`src/rtl/bus_round_robin_arbiter.sv`:
```
// bus_round_robin_arbiter: round-robin owner of the shared bus master port; optional watchdog via BUS_ARBITER_WATCHDOG_EN
module bus_round_robin_arbiter #(
  parameter int NUM_REQ        = 4,
  parameter int ID_WIDTH       = 2,
  parameter int TIMEOUT_CYCLES = 256
) (
  input  logic                clock,
  input  logic                reset,
  input  logic [NUM_REQ-1:0]  request,
  input  logic                busIn_begin_transaction,
  input  logic                busIn_end_transaction,
  input  logic                busIn_error,
  output logic [NUM_REQ-1:0]  grants,
  output logic [ID_WIDTH-1:0] owner_id,
  output logic                owner_valid,
  output logic                timeout
);
  typedef enum logic [1:0] {IDLE, GRANT, WAIT_BEGIN, ACTIVE} state_t;
  state_t                r_state;
  logic [NUM_REQ-1:0]    r_grants, r_owner_oh, w_pick_oh;
  logic [ID_WIDTH-1:0]   r_owner_id, r_ptr, w_pick, w_ptr_next;
  logic [2*NUM_REQ-1:0]  w_rot;
  logic                  r_owner_valid, w_found, w_owner_req, w_release, w_expire;
  assign w_rot       = {request, request} >> r_ptr;
  assign w_owner_req = |(request & r_owner_oh);
  assign w_ptr_next  = (r_owner_id == ID_WIDTH'(NUM_REQ - 1)) ? '0 : r_owner_id + ID_WIDTH'(1);
  assign w_release   = (r_state == WAIT_BEGIN && (busIn_end_transaction || busIn_error || !w_owner_req)) ||
                       (r_state == ACTIVE && (busIn_end_transaction || busIn_error));
  // first requester at or above the pointer, wrapping, found via the rotated request vector
  always_comb begin
    w_found   = 1'b0;
    w_pick    = '0;
    w_pick_oh = '0;
    for (int i = 0; i < NUM_REQ; i++) begin
      if (!w_found && w_rot[i]) begin
        w_found   = 1'b1;
        w_pick    = ID_WIDTH'((int'(r_ptr) + i) % NUM_REQ);
        w_pick_oh = NUM_REQ'(1) << ((int'(r_ptr) + i) % NUM_REQ);
      end
    end
  end
`ifdef BUS_ARBITER_WATCHDOG_EN
  localparam int CNT_W = (TIMEOUT_CYCLES > 2) ? $clog2(TIMEOUT_CYCLES) : 1;
  logic [CNT_W-1:0] r_wd_cnt;
  logic             r_timeout;
  assign w_expire = (r_state == WAIT_BEGIN || r_state == ACTIVE) &&
                    (r_wd_cnt == CNT_W'(TIMEOUT_CYCLES - 1)) && !w_release;
  assign timeout  = r_timeout;
  // ownership age: cleared as WAIT_BEGIN is entered, counts while the bus is owned
  always_ff @(posedge clock) begin
    if (reset || r_state == GRANT) r_wd_cnt <= '0;
    else if (r_state == WAIT_BEGIN || r_state == ACTIVE) r_wd_cnt <= r_wd_cnt + CNT_W'(1);
    r_timeout <= !reset && w_expire;
  end
`else
  logic w_unused_timeout_cfg;
  assign w_unused_timeout_cfg = ^TIMEOUT_CYCLES;
  assign w_expire = 1'b0;
  assign timeout  = 1'b0;
`endif
  // grant/ownership FSM with registered outputs
  always_ff @(posedge clock) begin
    if (reset) begin
      r_state       <= IDLE;
      r_grants      <= '0;
      r_owner_oh    <= '0;
      r_owner_id    <= '0;
      r_owner_valid <= 1'b0;
      r_ptr         <= '0;
    end else begin
      r_grants <= '0;
      case (r_state)
        IDLE: if (w_found) begin
          r_owner_id    <= w_pick;
          r_owner_oh    <= w_pick_oh;
          r_owner_valid <= 1'b1;
          r_grants      <= w_pick_oh;
          r_state       <= GRANT;
        end
        GRANT: begin
          r_ptr   <= w_ptr_next;
          r_state <= WAIT_BEGIN;
        end
        WAIT_BEGIN: if (w_release || w_expire) begin
          r_owner_valid <= 1'b0;
          r_state       <= IDLE;
        end else if (busIn_begin_transaction) r_state <= ACTIVE;
        default: if (w_release || w_expire) begin
          r_owner_valid <= 1'b0;
          r_state       <= IDLE;
        end
      endcase
    end
  end
  assign grants      = r_grants;
  assign owner_id    = r_owner_id;
  assign owner_valid = r_owner_valid;
endmodule
```
`config.mk`:
```
export PLATFORM = sky130hd
export DESIGN_NAME = bus_round_robin_arbiter
export DESIGN_NICKNAME = d
export VERILOG_FILES = /design/src/rtl/bus_round_robin_arbiter.sv
export SDC_FILE = /design/constraint.sdc
export NUM_CORES = 1
export LEC_CHECK = 0
export CAP_MARGIN = 20
export CORE_ASPECT_RATIO = 0.75
export CORE_MARGIN = 2
export CORE_UTILIZATION = 39
export CTS_CLUSTER_SIZE = 12
export DETAILED_ROUTE_END_ITERATION = 12
export MAX_ROUTING_LAYER = met4
export PLACE_DENSITY = 0.58
export SYNTH_ARGS = -nofsm -noshare
export SYNTH_HDL_FRONTEND = slang
export SYNTH_SLANG_ARGS = --single-unit
```
`constraint.sdc`:
```
create_clock -name clock -period 2 [get_ports clock]
set_clock_uncertainty 0.2 [all_clocks]
set_input_delay 0.4 -clock clock [delete_from_list [all_inputs] [get_ports clock]]
set_output_delay 0.4 -clock clock [all_outputs]
set_load 0.02 [all_outputs]
```
==> reports/metrics.yaml <==
status:
  status: "finished, final reports clean"
logic_synthesis:
  seq_area_frac_synth: 0.273
  synth_top_family_by_area: "compound AO/OA/AOI/OAI gates"
  synthArstFlopShare: 0
  syn-num-nets: 147
  synthAdderAreaFrac: 0.0568
  ys_ff_latch: 15
  yosys_warnings: 0
  synth_area_per_cell_um2: 8.28
  synth_mux_area_frac: 0.0386
  syn_area_mm2: 0.00110
  netlist_instances: 133
  synth-xor-area-share: 0
  synthDistinctLibCells: 43
  synth_compound_area_frac: 0.301
  synth-edff-count: 0
  synthSimpleGateAreaFrac: 0.241
  ys.flop_type: "dfxtp_1"
route:
  routed_wl_mm: 2.94
  drc: 0
  drt_iter0_drc: 57
  vias: 1149
  viasPerCell: 5.55
  drtAntennaViolNets: 0
  wl_per_cell_um: 14.2
  dr.pass1.iters: 4
min_path:
  hp-class: "reg -> reg"
  hold_path_depth: 2
final_layout:
  fin_nets: 186
  area_growth_pct: 36.6
  fin_util: 0.569
  multi_input_area_um2: 728
  drive_above_1_share: 0.246
  num_antenna_cells: 0
  fillers: 249
  regArea_um2: 302
  finalNonFillerCells: 207
pwr:
  p_int_uw: 695
  pwr-share-clk: 0.233
  p_per_area_mw_per_mm2: 699
  p_seq_frac: 0.360
  p_comb_frac: 0.407
  p_sw_uw: 357
  p_leak_uw: 0.000612
  p_sw_frac: 0.340
  vdd_drop_max_uv: 488
  total_power_uw: 1050
worst_setup_path:
  worstSetupPathType: "in -> reg"
  cp_slowest_cell: "a222oi_1"
  cpPeakStageDelay_ns: 0.39
  crit_arrival_ns: 1.90
  cp.depth: 6
  end_kind: "flip-flop"
  startpoint_type: "input pin"
  rr_worst_depth: 5
  path_cells: "dlygate4sd2_1 > and3b_1 > a211oi_2 > nor2_1 > a222oi_1 > a311oi_1"
  worst-path-buf-inv: 1
  required_ns: 1.91
  crit_family: "compound AO/OA/AOI/OAI gates"
  worstPathMaxFanout: 6
clock_tree:
  clock-sinks: 15
  tritoncts: "built"
  clockBufferDepth: 2
  cts-root-buf: "clkbuf_8"
  path_clk_slew_ns: 0.06
  htree_levels: 1
  cts_setup_buffers: 0
  numCtsBuffers: 3
  clk_latency_ns: 0.25
global_routing:
  grt_start_max_net_pins: 13
  grt_pass1_wl_mm: 4.96
  grt_pass1_vias: 1096
  antenna_found_initial: 0
  gr-usage-all-layers: 0.202
  grt_overflow: 0
floorplan:
  core_area_mm2: 0.00264
  die-area_mm2: 0.00327
  die_h_um: 50.0
  rows: 16
  die_w_um: 65.4
  ios: 17
  initial_core_util: 0.417
timing:
  finalCritPeriodShare: 0.996
  rsz0062_at_grt: "yes"
  timing.fmax_ghz: 0.502
  finalWorstSetupSlack_ns: 0.00710
  setup_viol: 0
  finalCriticalPeriod_ns: 1.99
  slew_violations: 0
  hold_violations: 0
  hold_slack_ns: 0.286
place:
  port_buffers: 15
  place_inst: 203
  dp_hpwl_mm: 2.35
  place_ws_ns: -0.492
  gp_congestion: 0.850
job:
  cap_viol_max_count: 0
sequential cells by signal, summed over array words and instances, names as in the netlist:
name	count
r_owner_oh	4
owner_valid	1
grants	4
owner_id	2
r_ptr	2
r_state	2
area by class of cell:
type	count	area share
timing repair buffer	44	0.243
inverter	5	0.0125
clock buffer	4	0.0300
sequential	15	0.200
multi-input combinational	103	0.484
tap	36	0.0300
path summary, 6_finish.rpt:
| path | from | end | slack [ns] |
|---|---|---|---|
| worst max-delay path | request[1] | r_owner_oh[2] | 0.007 |
| worst min-delay path | owner_valid | owner_valid | 0.29 |
| worst max register to register | r_ptr[1] | r_owner_oh[2] | 0.09 |
| worst min register to register | owner_valid | owner_valid | 0.29 |
worst reg2reg max path, delay by kind of cell (launching register included):
family	cells	cell delay, ns
flops	1	0.38
compound gates	3	0.87
simple gates	2	0.32
cells by family (layout without fill, tap and decap cells):
group	after synthesis	count (layout)
AO/OA/AOI/OAI	42	42
adder cells (fa/ha/maj)	5	5
buffers and inverters	15	53
flip-flops	15	15
multiplexers	3	3
other	1	1
AND/OR/NAND/NOR	52	52
layer usage:
metal  vias to the layer above  part of all wire  GRT usage
li1                        574                 -          -
met1                       543              0.48      0.266
met2                        28              0.46      0.316
met3                         4             0.044     0.0479
met4                         0            0.0099     0.0451
met5                         -                 0          -
stage by stage:
step           setup TNS [ns]  area [um2]
3_5_place_dp            -5.01        1440
6_report                    0        1500
3_3_place_gp            -4.35        1440
4_1_cts                     0        1490
2_1_floorplan               0        1100
5_1_grt              -0.00790        1500
power by group through the flow:
stage	clock network [uW]	registers [uW]	logic [uW]
detailed placement	0	382	421
global route	269	382	470
CTS	251	376	423
global placement	0	383	411
finish	245	378	428
floorplan	0	395	235
synth_stat cells (2+ instances only):
cell type | n | area [um2]
nor2b_1 | 2 | 12.5
a21o_1 | 3 | 22.5
clkbuf_1 | 2 | 7.51
buf_6 | 4 | 45.0
nand3_1 | 4 | 20.0
buf_4 | 2 | 15.0
a311oi_1 | 3 | 26.3
a222oi_1 | 3 | 30.0
o21ai_0 | 4 | 20.0
mux2i_1 | 2 | 20.0
ha_1 | 5 | 62.6
nor2_1 | 16 | 60.1
inv_1 | 4 | 15.0
nand2_1 | 10 | 37.5
dfxtp_1 | 15 | 300
nor3_1 | 6 | 30.0
a21oi_1 | 11 | 55.1
and2_1 | 2 | 12.5
nand2b_1 | 3 | 18.8
o211ai_1 | 5 | 37.5
and3_1 | 2 | 12.5
nor3b_1 | 2 | 15.0
a311o_1 | 3 | 30.0
layout by cell type (no fill, tap or decap), types with 3 or more instances in the layout:
cell / count
buf_4: 28
nor2_1: 16
dfxtp_1: 14
a21oi_1: 11
clkdlybuf4s50_1: 11
nand2_1: 10
nor3_1: 6
o211ai_1: 5
ha_1: 5
inv_1: 4
nand3_1: 4
o21ai_0: 4
a222oi_1: 3
a21o_1: 3
a311o_1: 3
nand2b_1: 3
clkbuf_8: 3
timing repair:
item                       in CTS  in global routing
setup endpoints to repair      11                  6
resized for setup               6                  7
hold buffers                    0                  0
pin swaps                       2                  2
No activity file was read; power rests on OpenSTA's default activity.
